File: src/rtl/s2p_frame_ctrl.sv
// Serial-to-parallel frame receiver: start bit, DATA_BITS data bits MSB-first, stop bit.
// Valid frames are queued in a small FIFO; drop and framing errors raise sticky flags.
module s2p_frame_ctrl #(
   parameter int DATA_BITS = 8,
   parameter int BUF_DEPTH = 2
) (
   input  logic                         clk,
   input  logic                         reset,
   input  logic                         bit_en,
   input  logic                         sdata,
   output logic [DATA_BITS-1:0]         m_data,
   output logic                         m_valid,
   input  logic                         m_ready,
   output logic [$clog2(BUF_DEPTH):0]   level,
   output logic                         busy,
   output logic                         overrun,
   output logic                         frame_err,
   input  logic                         err_clr
);

   localparam int PTR_W = $clog2(BUF_DEPTH);
   localparam int LVL_W = PTR_W + 1;
   localparam int CNT_W = $clog2(DATA_BITS + 1);

   typedef enum logic [1:0] {
      IDLE  = 2'd0,
      DATA  = 2'd1,
      STOP  = 2'd2,
      BREAK = 2'd3
   } state_t;

   state_t                 state_reg, state_next;
   logic [CNT_W-1:0]       cnt_reg, cnt_next;
   logic [DATA_BITS-1:0]   shift_reg, shift_next;
   logic                   push_req;
   logic                   stop_err;

   logic [DATA_BITS-1:0]   mem [BUF_DEPTH];
   logic [PTR_W-1:0]       wr_ptr_reg;
   logic [PTR_W-1:0]       rd_ptr_reg;
   logic [LVL_W-1:0]       level_reg;
   logic                   overrun_reg;
   logic                   frame_err_reg;
   logic                   full;
   logic                   empty;
   logic                   pop;
   logic                   push;
   logic                   drop;

   always_ff @(posedge clk) begin
      if (reset) begin
         state_reg <= IDLE;
         cnt_reg   <= '0;
         shift_reg <= '0;
      end else begin
         state_reg <= state_next;
         cnt_reg   <= cnt_next;
         shift_reg <= shift_next;
      end
   end

   // The counter is cleared as the last data bit lands, so it is already 0
   // whenever DATA is entered and never moves outside DATA.
   always_comb begin
      state_next = state_reg;
      cnt_next   = cnt_reg;
      shift_next = shift_reg;
      push_req   = 1'b0;
      stop_err   = 1'b0;
      if (bit_en) begin
         case (state_reg)
            IDLE: begin
               if (!sdata) begin
                  state_next = DATA;
                  cnt_next   = '0;
               end
            end
            DATA: begin
               shift_next = {shift_reg[DATA_BITS-2:0], sdata};
               if (cnt_reg == CNT_W'(DATA_BITS - 1)) begin
                  cnt_next   = '0;
                  state_next = STOP;
               end else begin
                  cnt_next = cnt_reg + 1'b1;
               end
            end
            STOP: begin
               if (sdata) begin
                  push_req   = 1'b1;
                  state_next = IDLE;
               end else begin
                  stop_err   = 1'b1;
                  state_next = BREAK;
               end
            end
            BREAK: begin
               if (sdata) begin
                  state_next = IDLE;
               end
            end
            default: state_next = IDLE;
         endcase
      end
   end

   assign busy = (state_reg != IDLE);

   // A pop in the same cycle frees the slot, so a push into a full buffer still succeeds.
   assign full  = (level_reg == LVL_W'(BUF_DEPTH));
   assign empty = (level_reg == '0);
   assign pop   = !empty && m_ready;
   assign push  = push_req && (!full || pop);
   assign drop  = push_req && full && !pop;

   always_ff @(posedge clk) begin
      if (push) begin
         mem[wr_ptr_reg] <= shift_reg;
      end
   end

   always_ff @(posedge clk) begin
      if (reset) begin
         wr_ptr_reg <= '0;
         rd_ptr_reg <= '0;
         level_reg  <= '0;
      end else begin
         if (push) begin
            wr_ptr_reg <= wr_ptr_reg + 1'b1;
         end
         if (pop) begin
            rd_ptr_reg <= rd_ptr_reg + 1'b1;
         end
         case ({push, pop})
            2'b10:   level_reg <= level_reg + 1'b1;
            2'b01:   level_reg <= level_reg - 1'b1;
            default: level_reg <= level_reg;
         endcase
      end
   end

   // Error events take priority over a coincident clear.
   always_ff @(posedge clk) begin
      if (reset) begin
         overrun_reg   <= 1'b0;
         frame_err_reg <= 1'b0;
      end else begin
         if (drop) begin
            overrun_reg <= 1'b1;
         end else if (err_clr) begin
            overrun_reg <= 1'b0;
         end
         if (stop_err) begin
            frame_err_reg <= 1'b1;
         end else if (err_clr) begin
            frame_err_reg <= 1'b0;
         end
      end
   end

   assign m_data    = mem[rd_ptr_reg];
   assign m_valid   = !empty;
   assign level     = level_reg;
   assign overrun   = overrun_reg;
   assign frame_err = frame_err_reg;

endmodule

File: config.mk
export PLATFORM = sky130hd
export DESIGN_NAME = s2p_frame_ctrl
export DESIGN_NICKNAME = d
export VERILOG_FILES = /design/src/rtl/s2p_frame_ctrl.sv
export SDC_FILE = /design/constraint.sdc
export NUM_CORES = 1
export LEC_CHECK = 0
export ABC_CLOCK_PERIOD_IN_PS = 2300
export CORE_AREA = 3 3 62 64
export DETAILED_ROUTE_END_ITERATION = 7
export DIE_AREA = 0 0 65 67
export GPL_ROUTABILITY_DRIVEN = 0
export GPL_TIMING_DRIVEN = 1
export PLACE_DENSITY_LB_ADDON = 0.3
export SLEW_MARGIN = 0
export SYNTH_ARGS = -nofsm -noshare
export SYNTH_HDL_FRONTEND = slang
export SYNTH_SLANG_ARGS = --single-unit
File: constraint.sdc
create_clock -name clk -period 2.3 [get_ports clk]
set_input_delay 0.345 -clock clk [delete_from_list [all_inputs] [get_ports clk]]
set_output_delay 0.345 -clock clk [all_outputs]
set_load 0.005 [all_outputs]
==> metrics, run 1 <==
net switching power=0.251 mW; total wire length=2480 um; critical hold path startpoint=shift_reg[7]$_SDFFE_PP0P_; pre-CTS setup slack=266 ps; Slew @ Worst Pin=492 ps; cells after synthesis=140; CTS tree=built; Global Route met3 Usage=0.0489; status=finished, final reports clean; post-synthesis simple-gate area fraction=0.201; die area=4360 um2; clock share of power=0.310; met2 usage=0.223; Die X=65 um; Most used DFF post-synth=dfxtp_1; FFs w/ async S/R, synth=0; initial core utilization=0.452; worst r2r src=state_reg[0]$_SDFFE_PP0P_; RSZ-0062 raised after global routing=no; gr usage total=0.134; count of final max-slew check failures=0; die span in y=67 um; global-route wire length before repair=4350 um; crit path cell chain=mux2_2, clkdlybuf4s50_1; power density over the cells=600 nW/um2; global route hottest layer=met2; kind of critical path=reg2out; total power=1.09 mW; I/O Buffers=19; flops & latches, synth=37; Setup Fix Bufs, Post-CTS=0; P_leak=0.636 nW; Hold Crit Class=reg2reg; Distinct cells, synth=37; Critical Path AT=1700 ps; initial antenna violation count=0; I/O pins=20; most common cell after layout, fill and taps aside=nand2_1; Tmin final=2050 ps; post-synthesis compound-gate area fraction=0.0821; Syn-to-layout area delta=19.8%; DRT iter0 DRCs=28; clock-pin slew on the worst setup and hold paths=110 ps; TritonRoute pass-1 iters=4; later-pin clock latency in the skew report=330 ps; Fill cells=318; Multi-input gate area=566 um2; Num CTS Buffers=5; PnR worst setup slack=253 ps; Core Rows=21; max incr delay on CP=540 ps; CP endpoint kind=output pin; total number of vias=1046; Sink Count=37; Post-Syn Area per Cell=10.8 um2; mapped cell area=1510 um2; CP max FO=8; Startpoint Class=register; cts repair resizes=0; fin util=0.542; Synthesized Nets=147; vias in the first global route=1012; CTS Root Cell=clkbuf_4; layout cells sized above 1=0.147; Core Region=3340 um2; Post-Synth Adder-Cell Area=0.00829; max cap viols=0; CP delay by family, top=flip-flops; pin count of the biggest net entering global routing=14; Setup-failing EPs final=0; WP data required=1960 ps; H-tree depth=2; sequential power share=0.635; met1 global-route usage=0.155; EDFF count, synth=16; Slew HR=0.671; Period Utilization, post-route=0.890; skew final=8.30 ps; Gate power share=0.055; mux share of post-synthesis cell area=0.0663; Seq/Total Area, Yosys=0.597; Clock Path Buffers=2; Final TNS setup=0 ps; CTS Hold Bufs=0; Worst VDD drop=327 uV; Pint=0.834 mW; CP bufs+invs=1; DRC violations left=0; vias per inst=5.00; n_diodes=0; post-route antenna net violation count=0; Synthesis Warnings=0; most frequent cells in the layout=nand2_1 (24), dfxtp_1 (21), clkdlybuf4s50_1 (19); slowest stage cell, crit path=dfxtp_1; Register Area=901 um2; largest family of logic cells by synthesized area=simple AND/OR/NAND/NOR gates; sw frac=0.232; grt total ovfl=0; fin nets=169; wire per inst=11.9 um; DP HPWL=1760 um; Fmax=488 MHz; post-synthesis xor/xnor area fraction=0.0174; Fin. Hold Viols=0; number of flip-flops in the largest register=16
## worst register-to-register path, delay by kind of cell, from the launching register on
| family | cells | cell delay [ps] |
|---|---|---|
| DFF | 1 | 470 |
| and+or+nand+nor | 3 | 830 |
| AOI/OAI and AO/OA | 1 | 130 |
## layout make-up
cell class / count / share of cell area
flip-flops and latches: 37 / 0.498
multi-input cells: 93 / 0.313
repair buffers: 22 / 0.118
well taps: 46 / 0.0318
clock buffers: 5 / 0.0208
clock inverters: 3 / 0.0125
inverters: 3 / 0.00623
## cells by family (layout without fill, tap and decap cells)
| kind of cell | count (synthesis) | after routing |
|---|---|---|
| simple gates | 59 | 59 |
| buf+inv | 10 | 33 |
| fa+ha+maj | 1 | 1 |
| flops | 37 | 37 |
| mux | 9 | 9 |
| xor+xnor | 3 | 3 |
| compound gates | 21 | 21 |
## final timing paths
| check | slack [ps] | to | cells past startpoint |
|---|---|---|---|
| setup / recovery | 250 | m_data[1] | 2 |
| hold / removal | 480 | shift_reg[7]$_SDFFE_PP0P_ | 2 |
| setup reg to reg | 800 | cnt_reg[3]$_SDFFE_PP0P_ | 4 |
| hold reg to reg | 480 | shift_reg[7]$_SDFFE_PP0P_ | 2 |
## stage by stage
stage / instance area (um2) / hold slack, ps / cells
floorplan: 1510 / 425 / 140
global placement: 1750 / 447 / 201
detailed placement: 1750 / 450 / 201
CTS: 1810 / 481 / 209
global route: 1810 / 496 / 209
finish: 1810 / 478 / 209
## power groups by stage
stage / clock (mW) / combinational [mW] / sequential (mW)
detailed placement: 0 / 0.0602 / 0.704
floorplan: 0 / 0.0386 / 0.701
finish: 0.336 / 0.0602 / 0.689
global route: 0.378 / 0.0677 / 0.691
CTS: 0.353 / 0.0606 / 0.689
global placement: 0 / 0.0586 / 0.704
## synth_stat cells, drive strengths merged, types with 3 or more instances
master  number  share of area
nor2        14          0.035
nor3         3         0.0099
a21oi       12          0.040
edfxtp      16           0.32
inv          3         0.0075
nand3        4          0.022
nand2       24          0.060
clkbuf       5          0.012
mux2         8          0.060
dfxtp       21           0.28
## metal layers
metal  up-vias  part of all wire
met1       485              0.45
met2        19              0.49
met4         0             0.015
li1        537                 -
met3         5             0.045
met5         -                 0
No activity file was read; power rests on OpenSTA's default activity.
==> run 2: changes to the inputs <==
--- a/config.mk
+++ b/config.mk
@@ -6,11 +6,11 @@
 export NUM_CORES = 1
 export LEC_CHECK = 0
 export ABC_CLOCK_PERIOD_IN_PS = 2300
-export CORE_AREA = 3 3 62 64
+export CORE_AREA = 3 3 73 75
 export DETAILED_ROUTE_END_ITERATION = 7
-export DIE_AREA = 0 0 65 67
+export DIE_AREA = 0 0 76 78
 export GPL_ROUTABILITY_DRIVEN = 0
-export GPL_TIMING_DRIVEN = 1
+export GPL_TIMING_DRIVEN = 0
 export PLACE_DENSITY_LB_ADDON = 0.3
 export SLEW_MARGIN = 0
 export SYNTH_ARGS = -nofsm -noshare
==> run 2 against run 1 <==
Clock power rose by 25%. Global-route usage fell by 3.8 points. Clock-buffer cell count rose by 1. Sequential share of layout area fell by 1.1 points. Core utilization fell by 15 points. Critical endpoint is now m_data[3]. Via count fell by 0.67%. Clock skew fell by 5.1 ps.
==> metrics, run 2 (synthesis results as in run 1) <==
cts repair resizes=1; Die X=76 um; Critical Path AT=1770 ps; die area=5930 um2; Slew HR=0.540; most common cell after layout, fill and taps aside=nand2_1; Period Utilization, post-route=0.919; DRC violations left=0; initial antenna violation count=0; CP max FO=8; initial core utilization=0.319; die span in y=78 um; WP data required=1960 ps; CTS Hold Bufs=0; CTS tree=built; most frequent cells in the layout=nand2_1 (24), dfxtp_1 (21), clkdlybuf4s50_1 (17); CP endpoint kind=output pin; count of final max-slew check failures=0; total power=1.17 mW; Clock Path Buffers=2; total number of vias=1039; Num CTS Buffers=5; max cap viols=0; Hold Path Sink=mem[1][7]$_DFFE_PP_; vias in the first global route=1035; status=finished, final reports clean; number of flip-flops in the largest register=16; I/O pins=20; Syn-to-layout area delta=22.6%; critical hold path startpoint=shift_reg[7]$_SDFFE_PP0P_; layout cells sized above 1=0.139; total wire length=2700 um; Fin. Hold Viols=0; later-pin clock latency in the skew report=280 ps; P_leak=0.643 nW; reg-to-reg setup timing slack=560 ps; Slew @ Worst Pin=686 ps; Setup-failing EPs final=0; Startpoint Class=register; TritonRoute pass-1 iters=4; kind of critical path=reg2out; Worst VDD drop=209 uV; Core Rows=25; vias per inst=4.48; Worst R2R End=mem[1][2]$_DFFE_PP_; global-route wire length before repair=4600 um; Fmax=473 MHz; DRT iter0 DRCs=72; CTS Root Cell=clkbuf_8; H-tree depth=2; n_diodes=0; max incr delay on CP=450 ps; crit path cell chain=clkbuf_1, mux2_2, clkdlybuf4s50_1; RSZ-0062 raised after global routing=no; DP HPWL=1850 um; fin nets=171; grt total ovfl=0; Worst Reg-to-Reg Cells=4; gr usage total=0.0963; skew final=3.17 ps; Fill cells=454; clock-pin slew on the worst setup and hold paths=70 ps; power density over the cells=631 nW/um2; Setup Fix Bufs, Post-CTS=0; Tmin final=2110 ps; pin count of the biggest net entering global routing=12; worst r2r src=state_reg[0]$_SDFFE_PP0P_; Post-Layout Cell Count=232; fin util=0.392; hold path cells=0; Inst Count DP=224; I/O Buffers=17; post-route antenna net violation count=0; Core Region=4720 um2; Sink Count=37; Hold Crit Class=reg2reg; slowest stage cell, crit path=clkdlybuf4s50_1; Final TNS setup=0 ps; wire per inst=11.7 um
==> run 2: cell types whose count changed in the layout (fill, tap and decap cells not counted), moves of 2 or more <==
cell	previous run	this run
buf_4	3	1
clkbuf_1	0	6
clkbuf_4	5	0
clkbuf_8	0	5
clkdlybuf4s50_1	19	17
clkinv_4	2	0
==> run 2: layout make-up <==
cell class / instances / area (um2) / share of cell area
multi-input combinational: 93 / 571 / 0.308
sequential: 37 / 901 / 0.487
clock buffer: 6 / 72.6 / 0.0392
tap: 67 / 83.8 / 0.0453
buffer: 7 / 31.3 / 0.0169
clock inverter: 2 / 10.0 / 0.00541
timing repair buffer: 17 / 170 / 0.0920
inverter: 3 / 11.3 / 0.00609
==> run 2: metal layers <==
layer	share of wire	up-vias	global-route usage
met5	0	-	0
met1	0.47	472	0.112
met3	0.045	5	0.0290
li1	-	534	-
met2	0.48	28	0.161
met4	0.011	0	0.0489
==> run 2: worst max path at each step <==
stage / to / slack, ps / cells after the start
floorplan: mem[0][0]$_DFFE_PP_ / 560 / 3
finish: m_data[3] / 190 / 3
global route: m_data[5] / 60 / 3
global placement: mem[0][3]$_DFFE_PP_ / -300 / 3
CTS: m_data[1] / 130 / 3
detailed placement: mem[0][4]$_DFFE_PP_ / -410 / 3
==> run 2: per-stage QoR <==
stage	area, um2	hold slack (ps)	setup WS (ps)
3_3_place_gp	1760	443	-298
4_1_cts	1850	487	130
3_5_place_dp	1760	469	-406
2_1_floorplan	1510	425	562
6_report	1850	479	187
5_1_grt	1850	504	57.8
==> run 2: report_power, final <==
group	switching [mW]	internal [mW]	leakage (nW)	total [mW]
Combinational	0.0336	0.0279	0.278	0.0615
Clock	0.210	0.210	0.0450	0.419
Sequential	0.00328	0.684	0.320	0.688
==> run 2: critical path: cells and delay by family (launching register included) <==
kind     cells  cell delay (ps)
buf+inv      2              800
mux          1              390
flops        1              310
